## config.mk

```make
export PLATFORM = sky130hd
export DESIGN_NAME = fb_swap_ctrl
export DESIGN_NICKNAME = d
export VERILOG_FILES = /design/src/rtl/fb_swap_ctrl.sv
export SDC_FILE = /design/constraint.sdc
export NUM_CORES = 1
export LEC_CHECK = 0
export ABC_AREA = 1
export ABC_CLOCK_PERIOD_IN_PS = 6600
export BUFFER_PORTS_ARGS = -buffer_cell sky130_fd_sc_hd__buf_4
export CORE_MARGIN = 8
export CORE_UTILIZATION = 40
export DETAILED_ROUTE_END_ITERATION = 8
export GPL_TIMING_DRIVEN = 0
export PLACE_DENSITY_LB_ADDON = 0.3
export SYNTH_ARGS = -nofsm -noshare
export SYNTH_HDL_FRONTEND = slang
export SYNTH_SLANG_ARGS = --single-unit
```

## constraint.sdc

```tcl
create_clock -name i_clk -period 6.6 [get_ports i_clk]
set_clock_uncertainty 0.2 [all_clocks]
set_input_delay 0.33 -clock i_clk [delete_from_list [all_inputs] [get_ports i_clk]]
set_output_delay 0.33 -clock i_clk [all_outputs]
set_load 0.02 [all_outputs]
```

## src/rtl/fb_swap_ctrl.sv

```systemverilog
// fb_swap_ctrl: 2/3-deep framebuffer controller with tear-free swaps and coordinate-to-address mapping
// Ports: i_clk, i_reset (sync, active-high); i_new_frame vblank pulse;
//   i_out_x/i_out_y -> o_rd_addr/o_rd_valid (display read, registered);
//   i_render_x/i_render_y/i_render_we -> o_wr_addr/o_wr_en (renderer write, registered);
//   i_render_done/o_render_ack frame handshake; o_stall finished frame waiting for a swap;
//   o_disp_buf/o_rend_buf buffer indices; o_frames_repeated vblanks without a fresh frame.
// Macro FB_STATS_EN builds the saturating repeat counter; otherwise o_frames_repeated is 0.
module fb_swap_ctrl #(
  parameter int SCREEN_W = 320,
  parameter int SCREEN_H = 240,
  parameter int COORD_W = 9,
  parameter int NUM_BUFS = 3,
  parameter int ADDR_W = $clog2(NUM_BUFS * SCREEN_W * SCREEN_H)
) (
  input  logic               i_clk,
  input  logic               i_reset,
  input  logic               i_new_frame,
  input  logic [COORD_W-1:0] i_out_x,
  input  logic [COORD_W-1:0] i_out_y,
  output logic [ADDR_W-1:0]  o_rd_addr,
  output logic               o_rd_valid,
  input  logic [COORD_W-1:0] i_render_x,
  input  logic [COORD_W-1:0] i_render_y,
  input  logic               i_render_we,
  output logic [ADDR_W-1:0]  o_wr_addr,
  output logic               o_wr_en,
  input  logic               i_render_done,
  output logic               o_render_ack,
  output logic               o_stall,
  output logic [1:0]         o_disp_buf,
  output logic [1:0]         o_rend_buf,
  output logic [7:0]         o_frames_repeated
);
  if (NUM_BUFS != 2 && NUM_BUFS != 3) begin : g_bad_bufs
    $error("fb_swap_ctrl: NUM_BUFS must be 2 or 3");
  end
  localparam bit TRI = NUM_BUFS == 3;
  localparam logic [COORD_W:0] LIM_X = (COORD_W+1)'(SCREEN_W);
  localparam logic [COORD_W:0] LIM_Y = (COORD_W+1)'(SCREEN_H);
  typedef enum logic [2:0] {RENDERING, WAIT_SWAP, SWAP, ACK, DRAIN} state_t;
  state_t r_state, w_next;
  logic [1:0] r_disp, r_rend, r_ready, r_free;
  logic [1:0] w_disp, w_rend, w_ready, w_free, w_rend_rot, w_ready_rot;
  logic r_rv, w_rv, w_rv_rot, w_rot, w_dswap, w_tswap;
  logic r_ack, r_stall, r_rd_valid, r_wr_en;
  logic [ADDR_W-1:0] r_rd_addr, r_wr_addr;
  logic w_rd_ok, w_wr_ok;
  function automatic logic [ADDR_W-1:0] f_addr(input logic [1:0] b, input logic [COORD_W-1:0] x,
                                               input logic [COORD_W-1:0] y, input logic ok);
    f_addr = ADDR_W'(b) * ADDR_W'(SCREEN_W * SCREEN_H)
           + (ok ? ADDR_W'(y) * ADDR_W'(SCREEN_W) + ADDR_W'(x) : '0);
  endfunction
  assign w_rd_ok = {1'b0, i_out_x} < LIM_X && {1'b0, i_out_y} < LIM_Y;
  assign w_wr_ok = {1'b0, i_render_x} < LIM_X && {1'b0, i_render_y} < LIM_Y;
  // Triple-buffer rotation happens on the cycle done is accepted, so a coincident
  // new_frame can already show the fresh frame; SWAP only spaces out the ack.
  always_comb begin
    w_next = r_state;
    w_rot = 1'b0;
    w_dswap = 1'b0;
    case (r_state)
      RENDERING: begin
        w_rot = TRI && i_render_done;
        w_dswap = !TRI && i_render_done && i_new_frame;
        w_next = !i_render_done ? RENDERING : TRI ? SWAP : i_new_frame ? ACK : WAIT_SWAP;
      end
      WAIT_SWAP: begin
        w_dswap = i_new_frame;
        w_next = i_new_frame ? ACK : WAIT_SWAP;
      end
      SWAP: w_next = ACK;
      ACK: w_next = DRAIN;
      DRAIN: w_next = i_render_done ? DRAIN : RENDERING;
      default: w_next = RENDERING;
    endcase
    w_rend_rot = w_rot ? (r_rv ? r_ready : r_free) : r_rend;
    w_ready_rot = w_rot ? r_rend : r_ready;
    w_rv_rot = w_rot | r_rv;
    w_tswap = TRI && i_new_frame && w_rv_rot;
    w_disp = w_dswap ? r_rend : w_tswap ? w_ready_rot : r_disp;
    w_rend = w_dswap ? r_disp : w_rend_rot;
    w_ready = w_ready_rot;
    w_free = w_tswap ? r_disp : r_free;
    w_rv = w_rv_rot & ~w_tswap;
  end
  always_ff @(posedge i_clk) begin
    if (i_reset) begin
      r_state <= RENDERING;
      r_disp <= 2'd0;
      r_rend <= 2'd1;
      r_ready <= 2'd0;
      r_free <= 2'd2;
      r_rv <= 1'b0;
      r_ack <= 1'b0;
      r_stall <= 1'b0;
      r_rd_addr <= '0;
      r_rd_valid <= 1'b0;
      r_wr_addr <= '0;
      r_wr_en <= 1'b0;
    end else begin
      r_state <= w_next;
      r_disp <= w_disp;
      r_rend <= w_rend;
      r_ready <= w_ready;
      r_free <= w_free;
      r_rv <= w_rv;
      r_ack <= w_next == ACK;
      r_stall <= w_next == WAIT_SWAP;
      r_rd_addr <= f_addr(r_disp, i_out_x, i_out_y, w_rd_ok);
      r_rd_valid <= w_rd_ok;
      r_wr_addr <= f_addr(r_rend, i_render_x, i_render_y, w_wr_ok);
      r_wr_en <= i_render_we && w_wr_ok && r_state == RENDERING;
    end
  end
`ifdef FB_STATS_EN
  logic [7:0] r_rep;
  always_ff @(posedge i_clk) begin
    if (i_reset) r_rep <= '0;
    else if (i_new_frame && w_disp == r_disp && r_rep != 8'hff) r_rep <= r_rep + 8'd1;
  end
  assign o_frames_repeated = r_rep;
`else
  assign o_frames_repeated = '0;
`endif
  assign o_rd_addr = r_rd_addr;
  assign o_rd_valid = r_rd_valid;
  assign o_wr_addr = r_wr_addr;
  assign o_wr_en = r_wr_en;
  assign o_render_ack = r_ack;
  assign o_stall = r_stall;
  assign o_disp_buf = r_disp;
  assign o_rend_buf = r_rend;
endmodule
```

[Word level (Yosys, flattened, before mapping)]
Cells that the tools add are included.
Cells by class
  add/sub/neg operators: 4
  multipliers: 4
  divide/modulo/power cells: 0
  magnitude comparators: 4
  equality and inequality tests: 6
  shift operators: 0
  muxes and demuxes: 14
  bitwise gates (word level): 3
  reduce and logical (&&, ||, !) cells: 8
Operator list (count)
  adder 18 bit: 2
  adder 18 x 9 -> 18 bit: 2
  two-way mux 18 bit: 2
  multiplier 9 x 3 -> 12 bit, second input constant: 2
  less-than comparator 9 x 8 -> 1 bit, second input constant: 2
  less-than comparator 9 bit, second input constant: 2
  multiplier 2 x 7 -> 8 bit, second input constant: 2
  two-way mux 2 bit: 8
  one-hot mux 3 bit (5 select lines): 1
  == test 3 x 2 -> 1 bit, second input constant: 3
  == test 3 x 1 -> 1 bit, second input constant: 2
  logical AND 1 bit: 5
  nonzero test 2 bit: 2
  == test 3 bit, second input constant: 1
  zero test 3 bit: 1
  two-way mux 3 bit: 1
  two-way mux 1 bit: 2
  AND 1 bit: 1
  inverter 1 bit: 1
  bitwise OR 1 bit: 1
Storage, ports and cells
  flip-flop bits (word level): 52
  latch bits: 0
  memory bits (writable): 0
  ROM bits: 0
  memories: 0

[Longest topological paths before layout]
Gate-level depths: netlist of the first run.
  depth in word-level cells: 6
  depth in mapped cells: 26
  gate-level depth less buffers: 26

[Least setup slack after synthesis of the first run]
No wires, ideal clock.
  path type: input to register
  from: input port i_render_y[1]
  to: register r_wr_addr[17] (netlist: o_wr_addr[17])
  setup time: 115 ps
  arrival: 3072 ps
  slack: 3213 ps
  cell stages on the path: 20
  buffers on the path: 0
  cells stage by stage: ha_1 -> ha_1 -> fa_1 -> xnor2_1 -> inv_1 -> nand2_1 -> inv_1 -> and3_1 -> o21ai_0 -> a21oi_1 -> ha_1 -> a21oi_1 -> o21a_1 -> nand2_1 -> nand2_1 -> nand2_1 -> inv_1 -> nand3_1 -> nand2_1 -> nor2_1
Between the ends
  cells in the longest elaborated chain, start to end: 4
  elaborated cells between the ends (all ways): 6
RTL lines
  from (decl): line 23  | input logic [COORD_W-1:0] i_render_y,
  multiplier 9 x 3 -> 12 bit / less-than comparator 9 x 8 -> 1 bit (equally long branches): line 51, 54
  adder 18 x 9 -> 18 bit / logical AND 1 bit (equally long branches): line 51, 54
  two-way mux 18 bit *: line 51  | + (ok ? ADDR_W'(y) * ADDR_W'(SCREEN_W) + ADDR_W'(x) : '0);
  adder 18 bit *: line 51
  to (signal assigned): line 111  | r_wr_addr <= f_addr(r_rend, i_render_x, i_render_y, w_wr_ok);
  to (decl): line 46  | logic [ADDR_W-1:0] r_rd_addr, r_wr_addr;
Mark *: on every way between the ends. The rest lies on a longest branch, timed or not.
A chain may end at the register's enable or synchronous reset.

[Worst setup path in the final report of the first run]
Ends and elaborated chain as after synthesis.

==> impl_metrics.toml, run 1 <==
[sta]
period_needed_ns = 3.48
fin_ws_ns = 3.12
period_share_pct = 52.7
rsz0062_at_grt = "no"
setup_viol = 0
maxSlewHeadroom_pct = 63.3
finalHoldViolCount = 0
slew_violations = 0
timing.setup.tns_ns = 0
worst_pin_slew_ns = 0.550
fmax_ghz = 0.287

[placed_design]
dp_slack_ns = 2.82
place_hpwl_um = 7140
gp_congestion = 0.823
numPortBuffers = 84

[clock_tree]
clock_sinks = 52
cts_root_buf = "clkbuf_8"
ctsHtreeMaxLevel = 2
cts_buffers = 5
cts.reportedPaths.clkPinSlew_ns = 0.09
clockBufferDepth = 2
cts_tree = "yes"
clk_latency_ns = 0.31
cts_resized = 0

[final_layout]
multi_input_area_um2 = 2340
antenna_cells = 0
nets = 739
area_growth_pct = 24.9
seq_area_um2 = 1040
mostFrequentLayoutCell = "nand2_1"
final_cell_mix = "118 x nand2_1, 94 x inv_1, 92 x buf_4"
nFillCells = 939
drive_gt1_share_pct = 18.6

[worst_setup_path]
arrival_ns = 3.49
worstPathCellList = "buf_4 > ha_1 > ha_1 > fa_1 > xnor2_1 > inv_1 > nand2_1 > inv_1 > and3_1 > o21ai_0 > a21oi_1 > ha_1 > a21oi_1 > o21a_1 > nand2_1 > nand2_1 > nand2_1 > inv_1 > nand3_1 > nand2_1 > nor2_1"
worstSetupPathType = "in -> reg"
cpPeakStageDelay_ns = 0.44
crit_top_cell = "nand2_1"
worst_setup_path_end_kind = "flip-flop"
crit_path_start_kind = "primary input"
required_ns = 6.61
critPathSlowestCell = "fa_1"
cp_max_fo = 6

[synth]
synthCells = 539
synth-seq-cells = 52
synth_seq_area_share_pct = 27.5
synth_area_um2 = 3790
synth_warnings = 0
syn_avg_cell_area_um2 = 7.03
synth_cell_type_count = 36

[power_and_ir_drop]
p_switching_uw = 389
p_leak_nw = 2.67
max-vdd-ir-drop_mv = 0.0980
power_density_nw_per_um2 = 216
combPwrFrac_pct = 40.9
p_int_uw = 633
clkPwrFrac_pct = 22.0
power_frac_seq_pct = 37.1
swShare_pct = 38.0

[detailed_routing]
drc_errors = 0
wl_per_cell_um = 11.2
drt_wl_total_um = 8600
first_pass_iters = 4
ant_nets = 0
via_per_inst = 4.67
num_vias = 3588
drt_iter0_drc = 83

[floorplanning]
die_w_um = 113
coreArea_um2 = 9240
start_util_pct = 41.0
die_h_um = 113
rows = 35
boundaryPins = 93
die_area_um2 = 12800

[global_route]
grt_max_degree = 18
grt_pass1_wl_um = 14800
grt_pass1_vias = 3467
grt-ovfl-total = 0
antenna_found_initial = 0
track_usage_pct = 13.4

[run]
drv_cap = 0

[run_status]
status = "finished, final reports clean"

[hold_path]
hp-class = "in -> reg"
stage by stage:
| stage | area, um2 | util (%) | std cells | hold slack [ns] | power [mW] |
|---|---|---|---|---|---|
| after global routing | 4730 | 51.2 | 768 | 0.0191 | 1.10 |
| after floorplan | 3820 | - | 546 | 0.208 | 0.672 |
| final | 4730 | 51.2 | 768 | 0.0198 | 1.02 |
| after global placement | 4610 | 49.9 | 759 | 0.265 | 0.792 |
| after CTS | 4730 | 51.2 | 768 | 0.0100 | 1.03 |
| after detailed placement | 4610 | 49.9 | 759 | 0.277 | 0.803 |
layer usage:
metal,GRT usage [%],vias up,part of all wire [%]
li1,-,1916,-
met1,15.9,1564,48
met2,23.3,97,43
met3,4.21,11,7.2
met4,2.93,0,1.1
met5,0,-,0
repair_timing:
item | in CTS | in global routing
endpoints found under the hold margin | 1 | 0
hold buffers | 1 | 0
buffers inserted | 0 | 0
cell families after synthesis:
group / synth area share, %
other: 0.0989
adder cells (fa/ha/maj): 21.0
multiplexers: 0.264
buffers and inverters: 11.6
XOR/XNOR: 0.693
AO/OA/AOI/OAI: 11.5
AND/OR/NAND/NOR: 27.4
flip-flops: 27.5
cells in the mapped netlist (all sizes together):
library cell / instances / area, um2
a21oi: 47 / 235
a31oi: 3 / 18.8
and3: 1 / 6.26
nor3: 6 / 35.0
clkbuf: 4 / 15.0
a2111oi: 1 / 8.76
clkinv: 1 / 3.75
nand3: 34 / 198
o211ai: 1 / 7.51
or2: 1 / 8.76
o21ai: 25 / 125
buf: 8 / 60.1
inv: 96 / 360
mux2i: 1 / 10.0
xor2: 1 / 8.76
nand2: 121 / 462
conb: 1 / 3.75
o2111ai: 1 / 8.76
nor3b: 1 / 7.51
nand4: 10 / 62.6
dfxtp: 52 / 1040
fa: 6 / 120
nor2: 54 / 238
a21o: 2 / 15.0
ha: 54 / 676
nand3b: 3 / 22.5
xnor2: 2 / 17.5
o21a: 2 / 15.0
worst max-delay path: cells and delay by family:
kind	cells	cell delay (ns)
adders and majority gates	4	1.34
and+or+nand+nor	8	0.59
AOI/OAI and AO/OA	4	0.55
buffers and inverters	4	0.34
xor gates and xnor gates	1	0.34
flip-flops by register name, summed over array words and instances, names as in the netlist:
| register | cells |
|---|---|
| o_wr_en | 1 |
| o_stall | 1 |
| o_rend_buf | 2 |
| o_wr_addr | 18 |
| o_disp_buf | 2 |
| r_ready | 2 |
| o_render_ack | 1 |
| r_free | 2 |
| o_rd_addr | 18 |
| o_rd_valid | 1 |
| r_state | 3 |
| r_rv | 1 |
worst paths after layout:
kind	from	to	slack (ns)	cells after the start
max	i_render_y[1]	o_wr_addr[17]	3.12	21
min	i_reset	o_rd_valid	0.02	2
max reg2reg	o_disp_buf[0]	o_rd_addr[16]	3.99	13
min reg2reg	r_ready[1]	r_ready[1]	0.30	2
power groups by stage:
| stage | Clock (mW) | Sequential, mW | Combinational, mW |
|---|---|---|---|
| global route | 0.245 | 0.383 | 0.475 |
| detailed placement | 0 | 0.386 | 0.417 |
| finish | 0.225 | 0.379 | 0.418 |
| CTS | 0.233 | 0.379 | 0.421 |
| global placement | 0 | 0.384 | 0.408 |
| floorplan | 0 | 0.417 | 0.255 |
final cells by class:
class | instances | area share [%]
multi-input combinational | 385 | 49.4
timing repair buffer | 85 | 13.5
buffer | 12 | 1.59
clock buffer | 5 | 1.45
tap | 129 | 3.41
clock inverter | 3 | 0.978
sequential | 52 | 22.0
inverter | 97 | 7.69
No activity file was read; power rests on OpenSTA's default activity.
==> inputs of run 2 (changes only) <==
ABC_CLOCK_PERIOD_IN_PS = 3100   (was 6600)
clock period = 3.1 ns   (was 6.6 ns; I/O delays follow)
==> run 2 against run 1 <==
Combinational power is 140% higher. Non-clock buffer count increased by 25. Clock power is 79% higher. Count of clock-buffer cells in the layout stayed put. Critical path depth stayed put.
==> impl_metrics.toml, run 2 (synthesis results as in run 1) <==
[power_and_ir_drop]
combPwrFrac_pct = 45.6
max-vdd-ir-drop_mv = 0.246
p_int_mw = 1.34
clkPwrFrac_pct = 18.1
p_leak_nw = 2.77
power_density_nw_per_um2 = 427
swShare_pct = 39.9
power_frac_seq_pct = 36.3
p_switching_uw = 890

[placed_design]
placed_area_um2 = 4630
gp_congestion = 0.806
dp.cells = 759
place_hpwl_um = 7170
numPortBuffers = 84
dp_slack_ns = -0.352

[detailed_routing]
drc_errors = 0
wl_per_cell_um = 11.7
via_per_inst = 4.72
num_vias = 3745
ant_nets = 0
first_pass_iters = 4
drt_wl_total_um = 9310
drt_iter0_drc = 96

[sta]
period_needed_ns = 2.97
slew_violations = 0
maxSlewHeadroom_pct = 65.7
rsz0062_at_grt = "yes"
fmax_ghz = 0.337
period_share_pct = 95.8
whs_ns = 0.00969
setup_viol = 0
finalHoldViolCount = 0
fin_ws_ns = 0.129
worst_pin_slew_ns = 0.515

[final_layout]
area_growth_pct = 37.6
fin_area_um2 = 5220
mostFrequentLayoutCell = "nand2_1"
stdcell_count = 793
drive_gt1_share_pct = 26.5
antenna_cells = 0
nets = 764
nFillCells = 858
final_cell_mix = "110 x nand2_1, 99 x buf_4, 89 x inv_1"

[global_route]
antenna_found_initial = 0
track_usage_pct = 14.0
grt_pass1_wl_um = 15400
grt_pass1_vias = 3668
grt-ovfl-total = 0
grt_max_degree = 19

[run]
drv_cap = 0

[run_status]
status = "finished, final reports clean"

[floorplanning]
die_h_um = 113
die_w_um = 113
rows = 35
boundaryPins = 93
die_area_um2 = 12800
coreArea_um2 = 9240
start_util_pct = 41.0

[clock_tree]
cts_tree = "yes"
cts.reportedPaths.clkPinSlew_ns = 0.10
ctsHtreeMaxLevel = 2
clk_latency_ns = 0.30
clock_sinks = 52
clockBufferDepth = 2
cts_buffers = 5
cts_root_buf = "clkbuf_8"

[worst_setup_path]
arrival_ns = 2.98
worst_setup_path_end_kind = "flip-flop"
crit_path_start_kind = "primary input"
required_ns = 3.10
cp_max_fo = 4
worstSetupPathType = "in -> reg"

[hold_path]
hp-class = "in -> reg"
run 2: cell types whose count changed in the layout (fill, tap and decap cells not counted), moves of 5 or more:
| cell | change |
|---|---|
| a21oi_1 | -7 |
| nand2_1 | -8 |
| dlygate4sd3_1 | +16 |
| ha_1 | -10 |
| nand2_2 | +8 |
| nand3_1 | -5 |
| inv_2 | +5 |
| ha_4 | +7 |
| a21oi_2 | +7 |
| buf_4 | +7 |
| inv_1 | -5 |
run 2: critical path: stages:
cell	delay [ns]
buf_4	0.12
ha_4	0.24
ha_4	0.16
fa_2	0.58
nand2_2	0.07
a21oi_2	0.12
nand2_1	0.08
inv_2	0.06
and3_4	0.21
nand3_2	0.07
a21oi_2	0.20
ha_4	0.24
a21oi_2	0.12
o21a_1	0.15
nand2_1	0.06
nand2_1	0.05
nand2_1	0.07
inv_2	0.06
nand3_2	0.05
nand2_1	0.06
nor2_1	0.05
run 2: what timing repair did:
action                                  4_1_cts  5_1_grt
endpoints found under the setup margin        2        6
hold buffers                                 17        0
resized for setup                             4       55
pin swaps                                     4       42
hold endpoints to repair                     18        0
setup buffers                                 2        7
run 2: path summary, 6_finish.rpt:
| check | startpoint | endpoint | slack [ns] | cells past startpoint |
|---|---|---|---|---|
| worst max-delay path | i_render_y[3] | o_wr_addr[17] | 0.13 | 21 |
| worst min-delay path | i_render_y[0] | o_wr_addr[6] | 0.01 | 4 |
| worst max register to register | o_disp_buf[0] | o_rd_addr[16] | 0.56 | 13 |
| worst min register to register | r_ready[0] | r_ready[0] | 0.28 | 2 |
run 2: area by class of cell:
| class | count | area (um2) | share of cell area, % |
|---|---|---|---|
| multi-input combinational | 385 | 2600 | 49.8 |
| sequential | 52 | 1040 | 20.0 |
| timing repair buffer | 110 | 880 | 16.9 |
| inverter | 97 | 364 | 6.98 |
| tap | 129 | 161 | 3.10 |
| buffer | 12 | 75.1 | 1.44 |
| clock buffer | 5 | 68.8 | 1.32 |
| clock inverter | 3 | 26.3 | 0.504 |
run 2: through the flow:
stage | utilization (%) | TNS (ns) | power (mW)
after global placement | 50.1 | -1.34 | 1.69
after CTS | 53.3 | -0.00307 | 2.16
after global routing | 56.4 | -0.0701 | 2.41
after floorplan | - | 0 | 1.44
after detailed placement | 50.1 | -1.54 | 1.71
final | 56.4 | 0 | 2.23
run 2: power groups by stage:
stage / clock [mW] / sequential [mW] / combinational [mW]
6_report: 0.403 / 0.809 / 1.02
5_1_grt: 0.452 / 0.820 / 1.14
4_1_cts: 0.426 / 0.808 / 0.923
3_5_place_dp: 0 / 0.823 / 0.892
3_3_place_gp: 0 / 0.819 / 0.874
2_1_floorplan: 0 / 0.887 / 0.549
run 2: per-layer routing:
metal / global-route usage, % / part of all wire [%] / vias to the layer above
met4: 2.66 / 1.2 / 0
met1: 17.1 / 46 / 1680
met3: 3.35 / 4.6 / 13
met5: 0 / 0 / -
met2: 24.6 / 48 / 85
li1: - / - / 1967
